### src/rtl/i2c_pkg.sv
// Shared I2C definitions: slave FSM states, bus-level ACK/NACK levels,
// R/W bit encoding and memory transfer direction.
package i2c_pkg;

  typedef enum logic [3:0] {
    IDLE,
    DEV_ADDR,
    DEV_ACK,
    REG_ADDR,
    REG_CHK,
    REG_ACK,
    WR_BYTE,
    WR_ACK,
    RD_FETCH,
    RD_BYTE,
    RD_ACK,
    WAIT_STOP
  } i2c_state_e;

  // SDA level during the 9th clock
  localparam logic I2C_ACK  = 1'b0;
  localparam logic I2C_NACK = 1'b1;

  // LSB of the device address byte
  localparam logic RW_WRITE = 1'b0;
  localparam logic RW_READ  = 1'b1;

  // RorW encoding toward the memory block
  localparam logic MEM_WR = 1'b1;
  localparam logic MEM_RD = 1'b0;

  // Address byte carries the 7-bit device address in its upper bits
  function automatic logic dev_match(input logic [7:0] b, input logic [6:0] addr);
    return b[7:1] == addr;
  endfunction

endpackage

### src/rtl/i2c_bus_sync_edge.sv
// SCL/SDA synchronizers plus one history stage; produces single-clk pulses
// for SCL edges and START/STOP conditions. Usable by master or slave.
module i2c_bus_sync_edge #(
  parameter int SYNCSTAGES = 2
) (
  input  logic clk,
  input  logic rst_n,
  input  logic scl,
  input  logic sda,
  output logic sda_s,
  output logic scl_rise,
  output logic scl_fall,
  output logic start_p,
  output logic stop_p
);

  logic [SYNCSTAGES-1:0] scl_sync, sda_sync;
  logic                  scl_s, scl_h, sda_h;

  // Idle bus is high, so flops reset to 1 to avoid a fake edge after reset
  always_ff @(posedge clk or negedge rst_n) begin
    if (!rst_n) begin
      scl_sync <= '1;
      sda_sync <= '1;
      scl_h    <= 1'b1;
      sda_h    <= 1'b1;
    end else begin
      scl_sync <= SYNCSTAGES'({scl_sync, scl});
      sda_sync <= SYNCSTAGES'({sda_sync, sda});
      scl_h    <= scl_s;
      sda_h    <= sda_s;
    end
  end

  assign scl_s    = scl_sync[SYNCSTAGES-1];
  assign sda_s    = sda_sync[SYNCSTAGES-1];
  assign scl_rise = scl_s & ~scl_h;
  assign scl_fall = ~scl_s & scl_h;
  // SCL must be high on both samples so an SDA change near an SCL edge
  // is not mistaken for START/STOP
  assign start_p  = scl_s & scl_h & sda_h & ~sda_s;
  assign stop_p   = scl_s & scl_h & ~sda_h & sda_s;

endmodule

### src/rtl/i2c_slave_bus_ctrl.sv
// I2C slave front end: address decode, register-address capture, and
// single-clk transfer strobes toward the slave memory block. Read data is
// returned on SDA through an open-drain pull-down.
module i2c_slave_bus_ctrl #(
  parameter logic [6:0] SLAVEADDR     = 7'h42,
  parameter int         ADDRESSLENGTH = 8,
  parameter int         SYNCSTAGES    = 2
) (
  input  logic                     Clk,
  input  logic                     nReset,
  input  logic                     Scl,
  input  logic                     SdaIn,
  output logic                     SdaPullDown,
  output logic [ADDRESSLENGTH-1:0] DirectionBuffer,
  output logic [7:0]               InputBuffer,
  input  logic [7:0]               OutputBuffer,
  input  logic                     AddressFound,
  output logic                     Enable,
  output logic                     Mode,
  output logic                     RorW,
  output logic                     Busy
);
  import i2c_pkg::*;

  logic       sda_s, scl_rise, scl_fall, start_p, stop_p;
  i2c_state_e state;
  logic [3:0] bitcnt;
  logic [7:0] sr;
  logic [7:0] rx_byte;
  logic       rw;

  i2c_bus_sync_edge #(.SYNCSTAGES(SYNCSTAGES)) u_sync (
    .clk      (Clk),
    .rst_n    (nReset),
    .scl      (Scl),
    .sda      (SdaIn),
    .sda_s    (sda_s),
    .scl_rise (scl_rise),
    .scl_fall (scl_fall),
    .start_p  (start_p),
    .stop_p   (stop_p)
  );

  // Byte as it will look after the bit being sampled now is shifted in
  assign rx_byte = {sr[6:0], sda_s};

  // Protocol FSM; every output is registered here. STOP beats START beats
  // normal sequencing. In ACK states bitcnt is unused: the slave pulls SDA
  // on the first SCL fall and moves on at the 9th SCL rise, so the pull is
  // released (or replaced by read data) at the following fall.
  always_ff @(posedge Clk or negedge nReset) begin
    if (!nReset) begin
      state           <= IDLE;
      bitcnt          <= '0;
      sr              <= '0;
      rw              <= 1'b0;
      SdaPullDown     <= 1'b0;
      DirectionBuffer <= '0;
      InputBuffer     <= '0;
      Enable          <= 1'b0;
      Mode            <= 1'b0;
      RorW            <= 1'b0;
      Busy            <= 1'b0;
    end else begin
      Enable <= 1'b0;
      if (stop_p) begin
        state       <= IDLE;
        bitcnt      <= '0;
        SdaPullDown <= 1'b0;
        Busy        <= 1'b0;
      end else if (start_p) begin
        state       <= DEV_ADDR;
        bitcnt      <= '0;
        SdaPullDown <= 1'b0;
      end else begin
        case (state)
          DEV_ADDR: if (scl_rise) begin
            sr     <= rx_byte;
            bitcnt <= bitcnt + 4'd1;
            if (bitcnt == 4'd7) begin
              bitcnt <= '0;
              if (dev_match(rx_byte, SLAVEADDR)) begin
                state <= DEV_ACK;
                rw    <= sda_s;
                Busy  <= 1'b1;
              end else begin
                state <= WAIT_STOP;
              end
            end
          end
          DEV_ACK, REG_ACK, WR_ACK: begin
            if (scl_fall) SdaPullDown <= ~I2C_ACK;
            if (scl_rise) begin
              bitcnt <= '0;
              if (state == DEV_ACK) state <= (rw == RW_WRITE) ? REG_ADDR : RD_FETCH;
              else                  state <= WR_BYTE;
            end
          end
          REG_ADDR: begin
            if (scl_fall) SdaPullDown <= 1'b0;
            if (scl_rise) begin
              sr     <= rx_byte;
              bitcnt <= bitcnt + 4'd1;
              if (bitcnt == 4'd7) begin
                DirectionBuffer <= ADDRESSLENGTH'(rx_byte);
                bitcnt          <= '0;
                state           <= REG_CHK;
              end
            end
          end
          // Two Clk for the memory lookup on the new DirectionBuffer
          REG_CHK: begin
            bitcnt <= bitcnt + 4'd1;
            if (bitcnt == 4'd1) begin
              bitcnt <= '0;
              if (AddressFound) begin
                state <= REG_ACK;
              end else begin
                state <= WAIT_STOP;
                Busy  <= 1'b0;
              end
            end
          end
          // bitcnt==8 marks the Clk right after the byte landed
          WR_BYTE: begin
            if (bitcnt == 4'd8) begin
              Enable <= 1'b1;
              Mode   <= 1'b1;
              RorW   <= MEM_WR;
              bitcnt <= '0;
              state  <= WR_ACK;
            end else begin
              if (scl_fall) SdaPullDown <= 1'b0;
              if (scl_rise) begin
                sr     <= rx_byte;
                bitcnt <= bitcnt + 4'd1;
                if (bitcnt == 4'd7) InputBuffer <= rx_byte;
              end
            end
          end
          // Strobe, then pick up OutputBuffer two Clk later
          RD_FETCH: begin
            bitcnt <= bitcnt + 4'd1;
            if (bitcnt == 4'd0) begin
              Enable <= 1'b1;
              Mode   <= 1'b1;
              RorW   <= MEM_RD;
            end
            if (bitcnt == 4'd2) begin
              sr     <= OutputBuffer;
              bitcnt <= '0;
              state  <= RD_BYTE;
            end
          end
          RD_BYTE: if (scl_fall) begin
            if (bitcnt == 4'd8) begin
              SdaPullDown <= 1'b0;
              bitcnt      <= '0;
              state       <= RD_ACK;
            end else begin
              SdaPullDown <= ~sr[7];
              sr          <= {sr[6:0], 1'b0};
              bitcnt      <= bitcnt + 4'd1;
            end
          end
          RD_ACK: if (scl_rise) begin
            if (sda_s == I2C_NACK) begin
              state <= WAIT_STOP;
              Busy  <= 1'b0;
            end else begin
              bitcnt <= '0;
              state  <= RD_FETCH;
            end
          end
          default: ;
        endcase
      end
    end
  end

  // rw keeps the R/W bit of the current transaction; RW_READ documents the other value
  logic unused_ok;
  assign unused_ok = (RW_READ != RW_WRITE);

endmodule

### config.mk
export PLATFORM = sky130hd
export DESIGN_NAME = i2c_slave_bus_ctrl
export DESIGN_NICKNAME = d
export VERILOG_FILES = /design/src/rtl/i2c_pkg.sv /design/src/rtl/i2c_bus_sync_edge.sv /design/src/rtl/i2c_slave_bus_ctrl.sv
export SDC_FILE = /design/constraint.sdc
export NUM_CORES = 1
export LEC_CHECK = 0
export ABC_CLOCK_PERIOD_IN_PS = 2400
export CAP_MARGIN = 20
export CORE_UTILIZATION = 25
export CTS_CLUSTER_SIZE = 28
export DETAILED_ROUTE_END_ITERATION = 8
export PLACE_DENSITY = 0.41
export SYNTH_ARGS = -nofsm -noshare
export SYNTH_HDL_FRONTEND = slang
export SYNTH_SLANG_ARGS = --single-unit
### constraint.sdc
create_clock -name Clk -period 2.4 [get_ports Clk]
set_clock_uncertainty 0.15 [all_clocks]
set_input_delay 0.24 -clock Clk [delete_from_list [all_inputs] [get_ports Clk]]
set_output_delay 0.24 -clock Clk [all_outputs]
set_load 0.01 [all_outputs]
==> impl_metrics.yaml <==
worst_setup_path:
  crit_slowest_cell: "dfrtp_1"
  slowest_delay_ps: 440
  path_buf_inv: 1
  crit_required_ps: 2480
  cpLargestDelayFamily: "simple AND/OR/NAND/NOR gates"
  cp-start-kind: "flop"
  crit_type: "reg -> reg"
  cp_cell_sequence: "inv_1 > ha_1 > nor3b_2 > a2bb2oi_1 > o2111a_2 > nand2_1 > or3_1 > a21oi_1"
  endpoint_kind: "flop"
  arrival_ps: 2320
  crit_fanout: 5
power:
  p_leak_nw: 1.42
  total_power_mw: 3.33
  irDropWorstVdd_mv: 0.289
  powerDensity_nw_per_um2: 978
placed_design:
  place_congestion: 0.790
  pre_cts_ws_ps: -11.0
  place_area_um2: 3250
  dp_cells: 434
  port_buffers: 33
  dp_hpwl_um: 5100
drt:
  drt-total-wl_um: 6990
  vias: 2164
  via_per_inst: 4.83
  drc: 0
  ant_nets: 0
  wire_per_inst_um: 15.6
  drt_pre_antenna_iters: 4
  drt-initial-drc-count: 85
sta:
  setup_ws_ps: 162
  finalSetupTns_ps: 0
  hold_violations: 0
  maxSlewHeadroom: 0.633
  finalCritPeriodShare: 0.933
  post-route-min-period_ps: 2240
  grt_setup_unrepaired: "no"
  setup_viol: 0
  slew_violations: 0
  whs_ps: 181
  fmax_mhz: 447
  worstMarginPinSlew_ps: 550
cells_and_area:
  drive_gt1_frac: 0.330
  syn_to_final_growth_pct: 33.7
  layout.cells.non_filler: 448
  utilization: 0.347
  final_area_um2: 3410
  nets: 331
  n_antenna_cell: 0
synthesis:
  synth.cell_area_um2: 2550
  syn_nets: 266
  synth-adder-area-share: 0.0196
  synth_xor_area_frac: 0.00688
  ys_ff_latch: 44
  synth_edf_count: 0
  synth_top_cell_by_area: "dfrtp_1"
  yosys.area_share.simple: 0.196
  muxShareOfSynthArea: 0.136
  yosys-top-cells-area: "dfrtp_1 37%, mux2_2 13%, dfstp_2 6.2%"
  synth_compound_area_frac: 0.171
  netlist_instances: 249
  synth_cell_types: 57
  syn_area_per_cell_um2: 10.2
  yosysTopAreaCellShare: 0.373
  ys_seq_area_frac: 0.435
  synth-main-ff-cell: "dfrtp_1"
  synth_top_family_by_area: "simple AND/OR/NAND/NOR gates"
  async_flop_share: 1.00
  synth_warnings: 0
min_path:
  hp-class: "in -> reg"
global_routing:
  grt_overflow: 0
  grt_pass1_vias: 2163
  antenna_found_initial: 0
  grt_pass1_wl_um: 11200
  grt_max_degree: 26
  grtUsageTotal: 0.141
clocking:
  tritoncts: "built"
  insertion_delay_ps: 310
  cts_max_level: 2
  clock_sinks: 44
  numCtsBuffers: 5
  path_clk_slew_ps: 100
  ctsLongestPathBuffers: 2
  root_buffer: "clkbuf_8"
floorplan:
  start_util: 0.259
  rows: 36
  io_pins: 34
  die_w_um: 103
  core_um2: 9820
  die_area_um2: 10600
  die_h_um: 103
run_status:
  outcome: "finished clean"
run:
  cap_violations: 0
## synthesized netlist by cell type (2+ instances only)
library cell  number
clkbuf_1           3
ha_1               4
nor2_1            18
and3b_1            2
o211ai_1           2
nor2b_1            3
a221oi_1           2
a2bb2oi_1          2
nor4b_2            3
mux2i_1            2
inv_1              7
nand2_1           19
nand2b_1           5
nand3b_1           4
dfstp_2            6
dfrtp_1           38
mux2_2            29
a21boi_0           3
buf_2              8
a31oi_1            3
or3_1              3
or2_2              2
nand3_1            7
o21ai_0           21
o22ai_1            3
nor3_1             4
a21oi_1           10
xnor2_1            2
buf_1              2
and4bb_2           3
o31ai_1            3
## path summary, 6_finish.rpt
| kind | start | to | slack (ps) | depth (start not counted) |
|---|---|---|---|---|
| setup / recovery | bitcnt[0] | state[3] | 160 | 8 |
| hold / removal | SdaIn | u_sync.sda_sync[0] | 180 | 1 |
| setup reg to reg | bitcnt[0] | state[3] | 160 | 8 |
| hold reg to reg | u_sync.sda_sync[0] | u_sync.sda_sync[1] | 210 | 0 |
| max in group asynchronous | nReset | u_sync.scl_sync[1] | 1200 | 3 |
| min in group asynchronous | nReset | bitcnt[3] | 290 | 2 |
## power breakdown
part | internal (mW) | total (mW) | switching [mW]
Combinational | 0.898 | 1.72 | 0.822
Clock | 0.204 | 0.493 | 0.289
Sequential | 0.897 | 1.12 | 0.220
## routing by layer
layer	GRT usage	vias up	share of wire
met5	0	-	0
met4	0.0553	0	0.022
met3	0.0237	10	0.025
met2	0.222	35	0.46
met1	0.192	1068	0.50
li1	-	1051	-
## final cells by class
class,count,area [µm²]
fill,1044,6410
multi-input combinational,184,1370
sequential,44,1110
timing repair buffer,71,638
tap,133,166
clock buffer,6,72.6
inverter,8,30.0
clock inverter,2,12.5
## logic make-up (layout without fill, tap and decap cells)
kind of cell    count (synthesis)  count (layout)
buf+inv                        21              87
fa+ha+maj                       4               4
mux                            31              31
compound gates                 64              64
xor+xnor                        2               2
flops                          44              44
simple gates                   83              83
## state kept, by name (all words and copies together) (netlist names), 2 cells and up
signal	flops
bitcnt	4
InputBuffer	8
state	4
u_sync.sda_sync	2
sr	8
u_sync.scl_sync	2
DirectionBuffer	8
## cells in the final DEF, fill, tap and decap left out, types with 3 or more instances in the layout
cell type	instances
o31ai_1	3
o21ai_0	20
nand2b_1	5
nor2b_1	3
and4bb_2	3
dfstp_2	6
nor2_1	17
nand2_1	18
nor3_1	4
buf_4	35
a31oi_1	3
clkbuf_8	5
nand3b_1	4
a21oi_1	10
nor4b_2	3
dfrtp_1	34
inv_1	7
nand3_1	7
o22ai_1	3
dfrtp_2	4
mux2_2	29
ha_1	4
clkdlybuf4s50_1	32
## timing repair
action / in CTS / in global routing
pin swaps: 0 / 2
setup buffers: 0 / 5
endpoints found under the setup margin: 2 / 13
gates cloned: 0 / 0
hold buffers: 1 / 0
resized for setup: 1 / 12
endpoints found under the hold margin: 19 / 0
(Power assumes the default switching activity.)
==> edit 1 (same settings) <==
`SYNCSTAGES` is set to 2 in 2 places; all go to 4.
--- a/src/rtl/i2c_bus_sync_edge.sv
+++ b/src/rtl/i2c_bus_sync_edge.sv
@@ -2,5 +2,5 @@
 // for SCL edges and START/STOP conditions. Usable by master or slave.
 module i2c_bus_sync_edge #(
-  parameter int SYNCSTAGES = 2
+  parameter int SYNCSTAGES = 4
 ) (
   input  logic clk,
--- a/src/rtl/i2c_slave_bus_ctrl.sv
+++ b/src/rtl/i2c_slave_bus_ctrl.sv
@@ -5,5 +5,5 @@
   parameter logic [6:0] SLAVEADDR     = 7'h42,
   parameter int         ADDRESSLENGTH = 8,
-  parameter int         SYNCSTAGES    = 2
+  parameter int         SYNCSTAGES    = 4
 ) (
   input  logic                     Clk,
Behaviour: same outputs for any inputs over 10 cycles, from zero or initial values and one cycle with nReset low; that may be too few to reach the edited logic, so the function may still have changed.
==> edit 1 against the original RTL <==
  * The run now ends with negative setup slack left
  * Sequential power increased by 6%
  * Routed wire length rose by 7.7%
  * Total power is 15% higher
  * Final area is 9.3% higher
  * Sequential cell count grew 4
  * Area after synthesis rose by 5.6%
  * Setup slack worse by 0.18 ns
  * Core utilization increased by 1.2 points
  * Die area is 5.4% higher
  * Clock power grew 47%
  * Global-route usage up 0.20 points
  * Count of clock-buffer cells in the layout fell by 1
  * Highest routed layer unchanged
==> edit 1: results (changes against the original RTL) <==
* Post-layout net count: 345 (was 331)
- The minimum setup slack in the final design is -0.0136 ns (was 0.162 ns).
- The overall routing resource usage is 14.2% (was 14.1%).
- The worst setup path startpoint is state[0] (was bitcnt[0]).
- Post-Syn Nets: 267 (was 266)
* First-pass GRT wire length: 12300 um (was 11200 um)
- Avg Cell Area, Syn: 10.8 um^2 (was 10.2 um^2)
- Pin slew with the least headroom to its limit: 0.535 ns (was 0.550 ns)
- The path depth of the worst reg2reg path is 6 (was 8).
- Share of cells above drive strength 1: 35.9% (was 33.0%)
- The cell area reported after detailed placement was 3500 um^2 (was 3250 um^2).
* Vias in the first global route: 2298 (was 2163)
- Run status: complete, but fails checks (was complete, no violations).
- The data arrival time at the worst-slack endpoint came to 2.52 ns (was 2.32 ns).
- The final hold slack came to 0.124 ns (was 0.181 ns).
- R2R Path End: bitcnt[2] (was state[3])
- The critical path's top delay family is compound AO/OA/AOI/OAI gates (was simple AND/OR/NAND/NOR gates).
- Part of the Yosys area used for sequential elements: 45.1% (was 43.5%)
- The post-placement setup slack came to -0.0796 ns (was -0.0110 ns).
- Cells taking the most area after synthesis: sky130_fd_sc_hd__dfrtp_1 35%, sky130_fd_sc_hd__mux2_2 13%, sky130_fd_sc_hd__dfstp_2 9.8%, sky130_fd_sc_hd__o21ai_0 2.4%, sky130_fd_sc_hd__a21oi_1 2.0% (was sky130_fd_sc_hd__dfrtp_1 37%, sky130_fd_sc_hd__mux2_2 13%, sky130_fd_sc_hd__dfstp_2 6.2%, sky130_fd_sc_hd__o21ai_0 4.1%, sky130_fd_sc_hd__nand2_1 2.8%).
- Pin count of the biggest net entering global routing: 28 (was 26)
- Capture point of the critical path: bitcnt[2] (was state[3])
- Biggest cell delay along the critical path: 0.58 ns (was 0.44 ns)
* Leakage Power: 1.60 nW (was 1.42 nW)
- The average via count per standard cell is 4.84 (was 4.83).
- Violations in the final reports: negative setup slack
- The total negative setup slack is -0.0136 ns (was 0 ns).
- The total routed wirelength was 7530 um (was 6990 um).
- Hold Crit Class: in2async (was in2reg)
- Maximum fanout along the worst path: 14 (was 5)
* Filler Cells Inserted: 1074 (was 1044)
* Post-synth cell types: 59 (was 57)
- The largest voltage drop on the vdd net was 0.000333 V (was 0.000289 V).
- Detailed-placement wirelength estimate: 5480 um (was 5100 um)
* Total of endpoints with negative setup slack in the final report: 1 (was 0)
==> edit 1: changes by cell type in the layout (fill, tap and decap cells not counted), sizes merged, moves of 5 or more <==
cell / delta
buf: +15
nand2: -9
o21ai: -8
and3: +5
nor2: -5
==> edit 1: metrics by stage <==
stage / cells / utilization [%]
floorplan: 250 / -
global placement: 452 / 33.8
detailed placement: 452 / 33.8
CTS: 461 / 35.4
global route: 465 / 35.9
finish: 465 / 35.9
==> edit 1: repair_timing <==
item / 4_1_cts / 5_1_grt
setup buffers: 0 / 4
gates resized for setup: 3 / 9
pin swaps: 1 / 6
endpoints found under the hold margin: 38 / 0
setup endpoints to repair: 14 / 14
hold buffers: 1 / 0
==> edit 1: kinds of logic (layout without fill, tap and decap cells) <==
logic type | count (synthesis) | after routing | share of synthesized area, %
buf+inv | 23 | 102 | 3.77
xor+xnor | 2 | 2 | 0.652
flops | 48 | 48 | 45.1
compound gates | 52 | 52 | 13.5
mux | 34 | 34 | 14.1
fa+ha+maj | 4 | 4 | 1.86
simple gates | 87 | 87 | 21.0
==> edit 1: layout make-up <==
type | count | area share [%]
clock buffer | 5 | 1.85
clock inverter | 3 | 1.85
inverter | 8 | 0.807
multi-input combinational | 179 | 38.1
sequential | 48 | 32.6
tap | 136 | 4.57
timing repair buffer | 86 | 20.3
==> edit 1: where the power goes <==
part           total, W  switching [W]  internal [W]
Clock          0.000727       0.000307      0.000420
Sequential      0.00119       0.000228      0.000962
Combinational   0.00192       0.000881       0.00104
==> edit 1: routing by layer <==
metal	part of all wire [%]	vias up	wire length [um]	track usage, %
met1	49	1125	3710	20.0
li1	-	1085	-	-
met5	0	-	0	0
met2	47	34	3510	22.5
met3	3.1	6	234	2.78
met4	0.92	0	69	3.27
==> edit 2 (config.mk and constraints unchanged) <==
Made on the original files. Add an input register stage for `Scl`, `SdaIn`, `OutputBuffer` and `AddressFound`, with the module's reset; this delays them by one clock.
--- a/src/rtl/i2c_slave_bus_ctrl.sv
+++ b/src/rtl/i2c_slave_bus_ctrl.sv
@@ -23,4 +23,23 @@
   import i2c_pkg::*;
 
+  logic Scl_q;
+  logic SdaIn_q;
+  logic [7:0] OutputBuffer_q;
+  logic AddressFound_q;
+
+  always_ff @(posedge Clk or negedge nReset) begin
+    if (!nReset) begin
+      Scl_q          <= '0;
+      SdaIn_q        <= '0;
+      OutputBuffer_q <= '0;
+      AddressFound_q <= '0;
+    end else begin
+      Scl_q          <= Scl;
+      SdaIn_q        <= SdaIn;
+      OutputBuffer_q <= OutputBuffer;
+      AddressFound_q <= AddressFound;
+    end
+  end
+
   logic       sda_s, scl_rise, scl_fall, start_p, stop_p;
   i2c_state_e state;
@@ -33,6 +52,6 @@
     .clk      (Clk),
     .rst_n    (nReset),
-    .scl      (Scl),
-    .sda      (SdaIn),
+    .scl      (Scl_q),
+    .sda      (SdaIn_q),
     .sda_s    (sda_s),
     .scl_rise (scl_rise),
@@ -114,5 +133,5 @@
             if (bitcnt == 4'd1) begin
               bitcnt <= '0;
-              if (AddressFound) begin
+              if (AddressFound_q) begin
                 state <= REG_ACK;
               end else begin
@@ -148,5 +167,5 @@
             end
             if (bitcnt == 4'd2) begin
-              sr     <= OutputBuffer;
+              sr     <= OutputBuffer_q;
               bitcnt <= '0;
               state  <= RD_BYTE;
Function: no difference found for any inputs over 10 cycles, from zero or initial values and one cycle with nReset low; that may be too few to reach the edited logic, so the function may still have changed.
==> edit 2 against the original RTL <==
  * Sequential power up 14%
  * Count of clock-buffer cells in the layout shrank 1
  * Final area up 8.3%
  * Via count fell by 0.55%
  * Area after synthesis is 12% higher
  * Cell count unchanged
  * Total power is 8.3% higher
  * Setup slack worse by 0.018 ns
  * Sequential cell count is 11 higher
  * Combinational power shrank 9.9%
  * Routed wire length barely moved
  * Highest routed layer unchanged
  * Die area is 12% higher
==> edit 2: results (changes against the original RTL) <==
- Run status: complete, no violations (unchanged).
* Cells after synthesis: 253 (was 249)
- Cells taking the most area after synthesis: sky130_fd_sc_hd__dfrtp_1 43%, sky130_fd_sc_hd__mux2_2 13%, sky130_fd_sc_hd__dfstp_2 5.5%, sky130_fd_sc_hd__nor2b_1 2.8%, sky130_fd_sc_hd__a21oi_1 2.1% (was sky130_fd_sc_hd__dfrtp_1 37%, sky130_fd_sc_hd__mux2_2 13%, sky130_fd_sc_hd__dfstp_2 6.2%, sky130_fd_sc_hd__o21ai_0 4.1%, sky130_fd_sc_hd__nand2_1 2.8%).
- Violation count after the first detailed-route iteration: 104 (was 85)
- The maximum number of pins on one net before global-route repair was 22 (was 26).
- The hold path endpoint was u_sync.sda_sync[1] (was u_sync.sda_sync[0]).
- Clock transition time at the flip-flop clock pins of the worst setup and hold paths: 0.08 ns (was 0.10 ns)
- The endpoint of the worst-slack reg-to-reg timing path is bitcnt[1] (was state[3]).
- The post-synth net total was 270 (was 266).
- Most common library cells after synthesis: 49 x sky130_fd_sc_hd__dfrtp_1, 32 x sky130_fd_sc_hd__mux2_2, 14 x sky130_fd_sc_hd__nand2_1 (was 38 x sky130_fd_sc_hd__dfrtp_1, 29 x sky130_fd_sc_hd__mux2_2, 21 x sky130_fd_sc_hd__o21ai_0)
* Detailed-placement wirelength estimate: 5140 um (was 5100 um)
- Share of total power in the clock network: 21.6% (was 14.8%)
* Hold Crit Start: u_sync.sda_sync[0] (was SdaIn)
- Sequential share of power: 35.4% (was 33.5%)
* Detailed-route wire length on metal 1: 3270 um (was 3480 um)
- The mean routed wirelength per cell is 15.6 um (about the same).
- Routed wire length on met3: 271 um (was 178 um)
- Worst r2r src: u_sync.scl_sync[1] (was bitcnt[0])
- The number of instances on the worst hold path came to 0 (was 1).
- The fraction of post-synthesis cell area in the top cell type by area came to 42.9% (was 37.3%).
- Cell Area, Placed: 3510 um^2 (was 3250 um^2)
- Leakage Power: 1.56 nW (was 1.42 nW)
- The path depth of the worst reg2reg path came to 5 (was 8).
* Most used flip-flop cell after synthesis: sky130_fd_sc_hd__dfrtp_1 (unchanged)
* Part of the Yosys area used for sequential elements: 48.4% (was 43.5%)
- Remaining max-slew budget at the tightest pin: 67.5% (was 63.3%)
* Post-Place Cells: 439 (was 434)
* Detailed route wirelength on metal2: 3370 um (was 3180 um)
- The first-pass GRT wire length is 12000 um (was 11200 um).
* Switching part of the total power: 35.8% (was 40.0%)
- The share of final-layout standard cells stronger than drive strength 1 was 30.2% (was 33.0%).
* Combined global-route utilization of all metal layers: 13.1% (was 14.1%)
- The clock tree root buffer cell is sky130_fd_sc_hd__clkbuf_16 (was sky130_fd_sc_hd__clkbuf_8).
- The count of distinct cell types in the synthesized netlist came to 59 (was 57).
* Hold Crit Class: reg2reg (was in2reg)
* Peak supply drop: 0.000311 V (was 0.000289 V)
* Post-layout net count: 324 (was 331)
edit 2: cell types whose count changed in the layout (fill, tap and decap cells not counted), moves of 4 or more:
cell	unedited run	this run
sky130_fd_sc_hd__clkbuf_8	5	0
sky130_fd_sc_hd__o21ai_0	20	11
sky130_fd_sc_hd__nor3_1	4	0
sky130_fd_sc_hd__nand2_1	18	14
sky130_fd_sc_hd__clkbuf_16	0	5
sky130_fd_sc_hd__dfrtp_1	34	47
sky130_fd_sc_hd__buf_4	35	28
sky130_fd_sc_hd__nor2_1	17	9
sky130_fd_sc_hd__nor2b_1	3	13
edit 2: kinds of logic after synthesis:
kind of cell | synth area share [%]
simple gates | 15.7
fa+ha+maj | 1.75
compound gates | 14.4
mux | 15.3
xor+xnor | 0.613
flops | 48.4
buf+inv | 3.81
edit 2: layer usage:
metal | global-route usage, % | vias up
li1 | - | 1031
met1 | 17.3 | 1060
met2 | 21.6 | 52
met3 | 2.93 | 9
met4 | 3.28 | 0
met5 | 0 | -
edit 2: how the worst max path moves through the flow:
stage,from,end,slack (ns),cells after the start
4_1_cts,bitcnt[1],bitcnt[0],0.07,7
5_1_grt,bitcnt[1],bitcnt[0],0.03,7
6_report,u_sync.scl_sync[1],bitcnt[1],0.14,5
2_1_floorplan,bitcnt[0],state[1],0.15,7
3_5_place_dp,bitcnt[1],bitcnt[0],0.09,7
3_3_place_gp,bitcnt[0],bitcnt[0],0.14,7
edit 2: area by class of cell:
class	count	area (um^2)
timing repair buffer	63	566
clock inverter	3	33.8
fill	1122	7290
sequential	55	1390
inverter	7	26.3
tap	140	175
multi-input combinational	175	1380
clock buffer	5	125
edit 2: repair_timing:
item | 4_1_cts | 5_1_grt
gates resized for setup | 0 | 3
hold endpoints to repair | 13 | 0
endpoints found under the setup margin | 0 | 7
hold buffers | 1 | 0
setup buffers | 0 | 0
edit 2: critical path: stages, from the launching register on:
cell	delay [ns]
sky130_fd_sc_hd__dfstp_2	0.53
sky130_fd_sc_hd__nor2b_1	0.37
sky130_fd_sc_hd__o221ai_1	0.21
sky130_fd_sc_hd__a211o_1	0.35
sky130_fd_sc_hd__o21a_1	0.23
sky130_fd_sc_hd__mux2_1	0.32
edit 2: stage by stage:
step                      power [W]  utilization, %  hold slack (ns)  setup slack (ns)
after floorplan             0.00227               -           -0.206             0.153
after global placement      0.00284            32.0           0.0788             0.136
after detailed placement    0.00283            32.0           0.0869            0.0921
after CTS                   0.00364            33.5            0.209            0.0664
after global routing        0.00387            33.6            0.214            0.0258
final                       0.00360            33.6            0.207             0.143
